`config.mk`:
```
export PLATFORM = sky130hd
export DESIGN_NAME = add_sequencer
export DESIGN_NICKNAME = d
export VERILOG_FILES = /design/src/rtl/adder_pkg.sv /design/src/rtl/add_sequencer_gen_adder.sv /design/src/rtl/add_sequencer.sv
export SDC_FILE = /design/constraint.sdc
export NUM_CORES = 1
export LEC_CHECK = 0
export CORE_ASPECT_RATIO = 0.75
export CORE_MARGIN = 4
export CORE_UTILIZATION = 52
export DETAILED_ROUTE_END_ITERATION = 8
export HOLD_SLACK_MARGIN = 0.06
export PLACE_DENSITY = 0.88
export SLEW_MARGIN = 20
export SYNTH_ARGS = -nofsm -noshare
export SYNTH_HDL_FRONTEND = slang
export SYNTH_SLANG_ARGS = --single-unit
```
`constraint.sdc`:
```
create_clock -name clk -period 5.3 [get_ports clk]
set_input_delay 0.53 -clock clk [delete_from_list [all_inputs] [get_ports clk]]
set_output_delay 0.53 -clock clk [all_outputs]
set_load 0.05 [all_outputs]
```
`src/rtl/adder_pkg.sv`:
```
// State encoding and widths shared by the add sequencer and its bench.
// Pure declarations, no logic.
package adder_pkg;

    localparam int STATE_W = 2;

    typedef enum logic [STATE_W-1:0] {
        IDLE   = 2'd0,
        HAVE_A = 2'd1,
        CALC   = 2'd2,
        DONE   = 2'd3
    } state_e;

endpackage

```
`src/rtl/add_sequencer_gen_adder.sv`:
```
// N-bit ripple-carry adder: sum and carry-out of a + b, no carry-in.
// Latency: purely combinational; backpressure: none.
module genAdder #(
    parameter int N = 9
) (
    input  logic [N-1:0] a,
    input  logic [N-1:0] b,
    output logic [N-1:0] sum,
    output logic         cout
);

    logic carry;

    // The carry is walked LSB to MSB so the chain is a true ripple.
    always_comb begin
        carry = 1'b0;
        sum   = '0;
        for (int i = 0; i < N; i++) begin
            sum[i] = a[i] ^ b[i] ^ carry;
            carry  = (a[i] & b[i]) | (carry & (a[i] ^ b[i]));
        end
        cout = carry;
    end

endmodule

```
`src/rtl/add_sequencer.sv`:
```
// Loads A then B from a shared bus on load rising edges and registers {cout, sum}.
// Latency: result 2 edges after the B (or chained) load edge; backpressure: none, load edges in CALC are dropped.
module add_sequencer
    import adder_pkg::*;
#(
    parameter int N = 9
) (
    input  logic                clk,
    input  logic                rst,
    input  logic [N-1:0]        din,
    input  logic                load,
    input  logic                chain,
    output logic [N:0]          result,
    output logic                done,
    output logic                ovf,
    output logic [STATE_W-1:0]  state
);

    state_e       state_q, state_d;
    logic [N-1:0] a_q, a_d;
    logic [N-1:0] b_q, b_d;
    logic [N:0]   result_q, result_d;
    logic         ovf_q, ovf_d;
    logic         done_q, done_d;
    logic         load_q;
    logic         ld_evt;
    logic [N-1:0] add_sum;
    logic         add_cout;

    genAdder #(.N(N)) u_adder (
        .a    (a_q),
        .b    (b_q),
        .sum  (add_sum),
        .cout (add_cout)
    );

    assign ld_evt = load & ~load_q;

    always_comb begin
        state_d  = state_q;
        a_d      = a_q;
        b_d      = b_q;
        result_d = result_q;
        ovf_d    = ovf_q;
        case (state_q)
            IDLE: begin
                if (ld_evt) begin
                    a_d     = din;
                    state_d = HAVE_A;
                end
            end
            HAVE_A: begin
                if (ld_evt) begin
                    b_d     = din;
                    state_d = CALC;
                end
            end
            CALC: begin
                result_d = {add_cout, add_sum};
                ovf_d    = ovf_q | add_cout;
                state_d  = DONE;
            end
            DONE: begin
                if (ld_evt) begin
                    // Chaining drops the old carry; it already lives in ovf.
                    if (chain) begin
                        a_d     = result_q[N-1:0];
                        b_d     = din;
                        state_d = CALC;
                    end else begin
                        a_d     = din;
                        state_d = HAVE_A;
                    end
                end
            end
            default: state_d = IDLE;
        endcase
        done_d = (state_d == DONE);
    end

    // load_q keeps tracking during reset so a held button gives no edge on release.
    always_ff @(posedge clk) begin
        load_q <= load;
        if (rst) begin
            state_q  <= IDLE;
            a_q      <= '0;
            b_q      <= '0;
            result_q <= '0;
            ovf_q    <= 1'b0;
            done_q   <= 1'b0;
        end else begin
            state_q  <= state_d;
            a_q      <= a_d;
            b_q      <= b_d;
            result_q <= result_d;
            ovf_q    <= ovf_d;
            done_q   <= done_d;
        end
    end

    assign result = result_q;
    assign done   = done_q;
    assign ovf    = ovf_q;
    assign state  = state_q;

endmodule
```
==> flow_summary.json, run 1 <==
{
  "maxSlewHeadroom_pct": 39.2,
  "drive_gt1_share_pct": 9.42,
  "fin_skew_ns": 0.0100,
  "dr.pass1.iters": 4,
  "initial_utilization_pct": 57.2,
  "cp.required_ns": 5.50,
  "async_reset_ff_share_pct": 0,
  "ir_drop_mv": 0.187,
  "fin_crit_sh_pct": 72.7,
  "netlist_instances": 170,
  "end_kind": "register",
  "cts.htree.levels": 2,
  "grt_use_total_pct": 19.7,
  "regArea_sq_um": 661,
  "final_antenna_net_count": 0,
  "path_class": "reg2reg",
  "area_delta_synth_final_pct": 20.5,
  "dp_hpwl_um": 2530,
  "fin_ws_ns": 1.45,
  "synthDistinctLibCells": 28,
  "cts_resized": 0,
  "cts_root_buf": "clkbuf_8",
  "tns_ns": 0,
  "drtIter0Drc": 84,
  "rows": 16,
  "vias": 1292,
  "cts_buffers": 5,
  "antenna_cells": 0,
  "hold_viol": 0,
  "drc": 0,
  "numPortBuffers": 26,
  "cts.path.max_buffers": 2,
  "wirelength_um": 3660,
  "place_congestion": 0.839,
  "wl_per_cell_um": 16.1,
  "dpl_cell_area_sq_mm": 0.00182,
  "finalMaxSlewViolations": 0,
  "via_per_inst": 5.69,
  "status": "finished, final reports clean",
  "final_nets": 214,
  "power_frac_seq_pct": 52.3,
  "ios": 27,
  "grt_pass1_vias": 1312,
  "pwr-share-clk_pct": 33.6,
  "pre_cts_slack_ns": 1.46,
  "grt_pass1_wl_um": 5980,
  "finalInstanceArea_sq_mm": 0.00189,
  "syn_area_per_cell_sq_um": 9.23,
  "die_x_um": 71.4,
  "setup_viol": 0,
  "fin_crit_ns": 3.85,
  "p_int_mw": 0.375,
  "postCtsHoldBufs": 0,
  "core_sq_mm": 0.00274,
  "multi_input_area_sq_um": 813,
  "synth_nets": 192,
  "final_util_pct": 68.9,
  "p_sw_share_pct": 26.8,
  "synth_area_sq_mm": 0.00157,
  "p_per_area_mw_per_mm2": 271,
  "maxCapViolCount": 0,
  "nFillCells": 200,
  "cts.sinks": 33,
  "clock_latency_ns": 0.29,
  "synth_area_leaders": "dfxtp_1 42%, fa_1 10%, a311oi_2 8.6%",
  "antenna_found_initial": 0,
  "crit_path_start_kind": "register",
  "cts_tree": "done",
  "leakage_nw": 0.663,
  "switchingPower_mw": 0.137,
  "clkTransAtPathRegs_ns": 0.07,
  "synth_seq_area_share_pct": 42.1,
  "yosysWarnings": 0,
  "fmax_mhz": 260,
  "worstPathMaxFanout": 2,
  "synth_seq_cells": 33,
  "rsz0062_at_grt": "false",
  "post_cts.repair.setup_buffers": 0,
  "synth_area_leader_cell": "dfxtp_1",
  "worstPathArrival_ns": 4.05,
  "synth_edf_count": 0,
  "dieHeight_um": 55.6,
  "grt_max_degree": 33,
  "grt_overflow": 0,
  "pwr-share-comb_pct": 14.1,
  "fp.dieArea_sq_mm": 0.00397,
  "synth.top_cell.area_share_pct": 42.1,
  "synth_top_flop_cell": "dfxtp_1",
  "hold_class": "reg2reg",
  "worst_slew_pin_slew_ns": 0.910
}
[sequential cells by signal, indices dropped and copies added (netlist names)]
register  flops
result       10
a_q           9
b_q           9
state         2
done          1
load_q        1
ovf           1
[cells in the mapped netlist (2+ instances only)]
master / number
dfxtp_1: 33
nand2_1: 32
a21oi_1: 26
nand3_1: 10
a311oi_2: 9
fa_1: 8
inv_1: 8
o21ai_1: 7
a211oi_1: 5
nor2_1: 5
clkbuf_1: 4
buf_2: 3
buf_4: 2
nand2b_1: 2
nor2b_1: 2
o21ai_0: 2
[kinds of logic after synthesis]
family	after synthesis	synth area share (%)
adders and majority gates	9	11.0
AOI/OAI and AO/OA	49	22.2
xor gates and xnor gates	1	1.75
DFF	33	42.1
and+or+nand+nor	58	16.9
buffers and inverters	20	6.06
[metal layers]
layer  part of all wire (%)  up-vias  track usage (%)
met5                      0        -                0
met3                     10        7             5.78
li1                       -      625                -
met4                    1.4        0             11.0
met2                     48       55             29.7
met1                     41      605             25.1
[stage by stage]
step	instances	hold WS (ns)	total power, mW
2_1_floorplan	170	0.454	0.321
3_3_place_gp	221	0.449	0.342
6_report	227	0.477	0.512
3_5_place_dp	221	0.466	0.345
5_1_grt	227	0.495	0.535
4_1_cts	227	0.478	0.516
[path summary, 6_finish.rpt]
path             start  cells after the start   endpoint  slack (ns)
max             a_q[0]                     13  result[8]        1.45
min          result[7]                      2  result[7]        0.48
max reg2reg     a_q[0]                     13  result[8]        1.45
min reg2reg  result[7]                      2  result[7]        0.48
[power groups by stage]
stage | Clock (mW) | Combinational [mW] | Sequential, mW
after floorplan | 0 | 0.0427 | 0.278
after global routing | 0.188 | 0.0780 | 0.269
after detailed placement | 0 | 0.0718 | 0.273
after global placement | 0 | 0.0697 | 0.273
final | 0.172 | 0.0723 | 0.268
after CTS | 0.176 | 0.0720 | 0.268
[critical path, stage by stage, from the launching register on]
cell	delay [ns]
dfxtp_1	0.32
ha_1	0.19
inv_1	0.07
fa_1	0.15
inv_1	0.05
fa_1	0.37
fa_1	0.38
fa_1	0.40
fa_1	0.40
fa_1	0.39
fa_1	0.37
inv_1	0.07
fa_1	0.40
a211oi_1	0.21
[placed cells by master, fill, tap and decap left out, types with 5 or more instances in the layout]
cell and count:
dfxtp_1 33, nand2_1 32, a21oi_1 26, clkdlybuf4s50_1 26, nand3_1 10, a311oi_2 9
inv_1 8, fa_1 8, o21ai_1 7, a211oi_1 5, nor2_1 5, clkbuf_8 5
[area by class of cell]
| cell class | count | share of cell area, % |
|---|---|---|
| flip-flops and latches | 33 | 34.9 |
| multi-input cells | 117 | 43.0 |
| clock inverters | 1 | 0.265 |
| inverters | 8 | 1.59 |
| repair buffers | 27 | 14.2 |
| well taps | 36 | 2.38 |
| clock buffers | 5 | 3.64 |
(Power assumes the default switching activity.)
==> run 2: changes to the inputs <==
Clock period 5.3 ns to 3.6 ns, I/O delays scaled along.
==> flow_summary.json, run 2 (synthesis gave the netlist of run 1 again) <==
{
  "area_delta_synth_final_pct": 23.6,
  "grt_max_degree": 26,
  "initial_utilization_pct": 57.2,
  "status": "finished, final reports clean",
  "p_total_mw": 0.819,
  "cts.path.max_buffers": 2,
  "ios": 27,
  "vias": 1365,
  "fin_hold_ws_ns": 0.470,
  "grt_pass1_wl_um": 6330,
  "final_nets": 214,
  "r2r-start": "a_q[0]",
  "cts_buffers": 5,
  "end_kind": "register",
  "dr.pass1.iters": 5,
  "dpl_cell_area_sq_mm": 0.00182,
  "drive_gt1_share_pct": 14.5,
  "regArea_sq_um": 662,
  "place_congestion": 0.824,
  "pwr-share-clk_pct": 38.4,
  "tns_ns": 0,
  "maxCapViolCount": 0,
  "antenna_found_initial": 0,
  "wl_per_cell_um": 16.8,
  "final_util_pct": 70.7,
  "cts.htree.levels": 2,
  "dieHeight_um": 55.6,
  "setup_viol": 0,
  "drc": 0,
  "rows": 16,
  "final_antenna_net_count": 0,
  "die_x_um": 71.4,
  "cts.sinks": 33,
  "fin_ws_ns": 0.0116,
  "p_sw_share_pct": 26.9,
  "fp.dieArea_sq_mm": 0.00397,
  "fin_crit_sh_pct": 99.7,
  "multi_input_area_sq_um": 833,
  "largest_register_ffs": 10,
  "fin_skew_ns": 0.00507,
  "rsz0062_at_grt": "true",
  "worstPathArrival_ns": 3.79,
  "place_inst": 221,
  "power_frac_seq_pct": 48.2,
  "finalInstanceArea_sq_mm": 0.00194,
  "grt_pass1_vias": 1421,
  "pwr-share-comb_pct": 13.3,
  "hp-start": "result[7]",
  "hold_viol": 0,
  "path_class": "reg2reg",
  "grt_overflow": 0,
  "clkTransAtPathRegs_ns": 0.07,
  "core_sq_mm": 0.00274,
  "via_per_inst": 5.96,
  "clock_latency_ns": 0.30,
  "hold_class": "reg2reg",
  "cp.required_ns": 3.80,
  "p_per_area_mw_per_mm2": 422,
  "crit_path_start_kind": "register",
  "drtIter0Drc": 154,
  "grt_use_total_pct": 20.7,
  "dp_hpwl_um": 2580,
  "pre_cts_slack_ns": -0.114,
  "antenna_cells": 0,
  "postCtsHoldBufs": 0,
  "mostFrequentLayoutCells": "32 x nand2_1, 32 x dfxtp_1, 26 x a21oi_1, 26 x clkdlybuf4s50_1, 10 x nand3_1",
  "wirelength_um": 3860,
  "final-instance-count-excl-fill": 229,
  "numPortBuffers": 26,
  "finalMaxSlewViolations": 0,
  "ir_drop_mv": 0.304,
  "worstPathMaxFanout": 2,
  "p_int_mw": 0.599,
  "worst_slew_pin_slew_ns": 1.06,
  "nFillCells": 193,
  "cp-startpoint": "a_q[0]",
  "fin_crit_ns": 3.59,
  "fmax_mhz": 279,
  "cts_root_buf": "clkbuf_8",
  "switchingPower_mw": 0.220,
  "leakage_nw": 0.665,
  "cts_tree": "done",
  "maxSlewHeadroom_pct": 29.3
}
==> run 2: changes by cell type in the layout (fill, tap and decap cells not counted), sizes merged <==
cell    before  now
clkbuf       5    7
==> run 2: final timing paths <==
check | end | slack (ns) | depth (start not counted)
worst max-delay path | result[8] | 0.01 | 13
worst min-delay path | result[7] | 0.47 | 2
worst max register to register | result[8] | 0.01 | 13
worst min register to register | result[7] | 0.47 | 2
==> run 2: power groups by stage <==
stage	Combinational (mW)	Clock, mW	Sequential [mW]
2_1_floorplan	0.0630	0	0.410
3_3_place_gp	0.103	0	0.402
3_5_place_dp	0.107	0	0.403
4_1_cts	0.109	0.316	0.395
5_1_grt	0.118	0.325	0.398
6_report	0.109	0.315	0.395
==> run 2: worst max-delay path, stage by stage, from the launching register on <==
cell and delay [ns]:
dfxtp_2 0.33, ha_1 0.18, inv_1 0.06, fa_1 0.15, inv_1 0.05, fa_2 0.34, fa_2 0.34, fa_2 0.34
fa_2 0.35, fa_2 0.35, fa_2 0.33, inv_1 0.07, fa_1 0.42, a211oi_2 0.19
==> run 2: layer usage <==
metal  up-vias  global-route usage, %  wire length, um
li1        627                      -                -
met5         -                      0                0
met2        65                   34.4             1900
met3         8                   6.50              359
met4         0                   9.38               71
met1       665                   24.1             1520
==> run 2: cell type report <==
cell class                 count  share of cell area (%)
multi-input combinational    117                    43.0
sequential                    33                    34.1
timing repair buffer          27                    13.8
clock buffer                   7                    4.97
tap                           36                    2.32
inverter                       8                    1.55
clock inverter                 1                   0.258
==> run 2: what timing repair did <==
| item | 4_1_cts | 5_1_grt |
|---|---|---|
| resized for setup | 5 | 0 |
| setup buffers | 0 | 0 |
| pin swaps | 0 | 0 |
| endpoints found under the setup margin | 1 | 2 |
==> run 3: changes to the inputs <==
Settings changed: GPL_TIMING_DRIVEN set to 0, SLEW_MARGIN 20 to unset.
==> flow_summary.json, run 3 (synthesis gave the netlist of run 1 again) <==
{
  "worst_slew_pin_slew_ns": 0.741,
  "cts.sinks": 33,
  "cts_root_buf": "clkbuf_8",
  "antenna_cells": 0,
  "grt_overflow": 0,
  "finalMaxSlewViolations": 0,
  "hold_class": "reg2reg",
  "fp.dieArea_sq_mm": 0.00397,
  "core_sq_mm": 0.00274,
  "grt_max_degree": 11,
  "worstPathMaxFanout": 2,
  "dp_hpwl_um": 2850,
  "violations": "negative setup slack",
  "final_nets": 225,
  "grt_use_total_pct": 20.9,
  "rsz0062_at_grt": "true",
  "numPortBuffers": 26,
  "initial_utilization_pct": 57.2,
  "dieHeight_um": 55.6,
  "grt_pass1_vias": 1392,
  "cts.path.max_buffers": 2,
  "vias": 1394,
  "pre_cts_slack_ns": -0.166,
  "via_per_inst": 5.81,
  "ir_drop_mv": 0.428,
  "postCtsHoldBufs": 0,
  "hold_viol": 0,
  "cts_tree": "done",
  "largest_register_ffs": 10,
  "worstPathArrival_ns": 3.82,
  "area_delta_synth_final_pct": 27.4,
  "drc": 0,
  "end_kind": "register",
  "die_x_um": 71.4,
  "mostFrequentLayoutCell": "nand2_1",
  "leakage_nw": 0.685,
  "maxSlewHeadroom_pct": 50.6,
  "path_class": "reg2reg",
  "setup_viol": 1,
  "fmax_mhz": 276,
  "antenna_found_initial": 0,
  "fin_crit_sh_pct": 101,
  "drive_gt1_share_pct": 19.6,
  "place_congestion": 0.840,
  "cp-startpoint": "a_q[0]",
  "rows": 16,
  "clock_latency_ns": 0.28,
  "ios": 27,
  "fin_ws_ns": -0.0231,
  "p_total_mw": 0.776,
  "wl_per_cell_um": 16.8,
  "hp-start": "result[6]",
  "status": "complete, but fails checks",
  "cp.required_ns": 3.80,
  "dr.pass1.iters": 4,
  "crit_path_start_kind": "register",
  "maxCapViolCount": 0,
  "r2r-start": "a_q[0]",
  "wirelength_um": 4040,
  "mostFrequentLayoutCells": "32 x nand2_1, 31 x dfxtp_1, 26 x clkdlybuf4s50_1, 25 x a21oi_1, 10 x nand3_1",
  "cts.htree.levels": 2,
  "cts_buffers": 5,
  "fin_crit_ns": 3.62,
  "p_per_area_mw_per_mm2": 388,
  "clkTransAtPathRegs_ns": 0.07,
  "final_antenna_net_count": 0,
  "grt_pass1_wl_um": 6530,
  "fin_skew_ns": 0.00674,
  "drtIter0Drc": 99
}
run 3: cell types whose count changed in the layout (fill, tap and decap cells not counted), sizes merged:
cell | before | now
buf | 1 | 7
clkbuf | 7 | 13
clkinv | 1 | 0
run 3: critical path, stage by stage, from the launching register on:
cell and delay (ns):
dfxtp_2 0.34, ha_4 0.15, inv_2 0.04, fa_2 0.18, inv_2 0.04, fa_2 0.34, fa_2 0.37, fa_2 0.35
fa_2 0.36, fa_2 0.35, fa_2 0.34, inv_2 0.07, fa_2 0.43, a211oi_2 0.18
run 3: metrics by stage:
stage / hold WS (ns) / cells / utilization [%] / cell area [sq um] / setup TNS [ns]
after floorplan: 0.388 / 170 / - / 1580 / 0
after global placement: 0.451 / 232 / 68.6 / 1880 / -0.0983
after detailed placement: 0.466 / 232 / 68.6 / 1880 / -0.166
after CTS: 0.479 / 240 / 72.0 / 1980 / -0.0422
after global routing: 0.511 / 240 / 72.9 / 2000 / -0.124
final: 0.479 / 240 / 72.9 / 2000 / -0.0231
run 3: final cells by class:
cell class / count / area, sq um
multi-input cells: 117 / 855
fillers: 203 / 744
flip-flops and latches: 33 / 663
repair buffers: 26 / 260
clock buffers: 8 / 80.1
plain buffers: 12 / 65.1
well taps: 36 / 45.0
inverters: 8 / 30.0
run 3: per-layer routing:
layer / routed length (um) / global-route usage [%] / vias up
met1: 1690 / 27.5 / 658
met3: 395 / 6.86 / 8
met2: 1900 / 33.0 / 78
met5: 0 / 0 / -
met4: 51 / 5.63 / 0
li1: - / - / 650
run 3: path summary, 6_finish.rpt:
path / endpoint / slack, ns / cells after the start
setup / recovery: result[8] / -0.02 / 13
hold reg to reg: result[6] / 0.48 / 2
hold / removal: result[6] / 0.48 / 2
setup reg to reg: result[8] / -0.02 / 13
run 3: power breakdown:
part | switching [mW] | internal [mW]
clock | 0.127 | 0.137
combinational | 0.0693 | 0.0504
sequential | 0.0121 | 0.380
run 3: repair_timing:
| action | in CTS | in global routing |
|---|---|---|
| endpoints found under the setup margin | 2 | 2 |
| setup buffers | 0 | 0 |
| gates resized for setup | 6 | 9 |
| pin swaps | 1 | 1 |
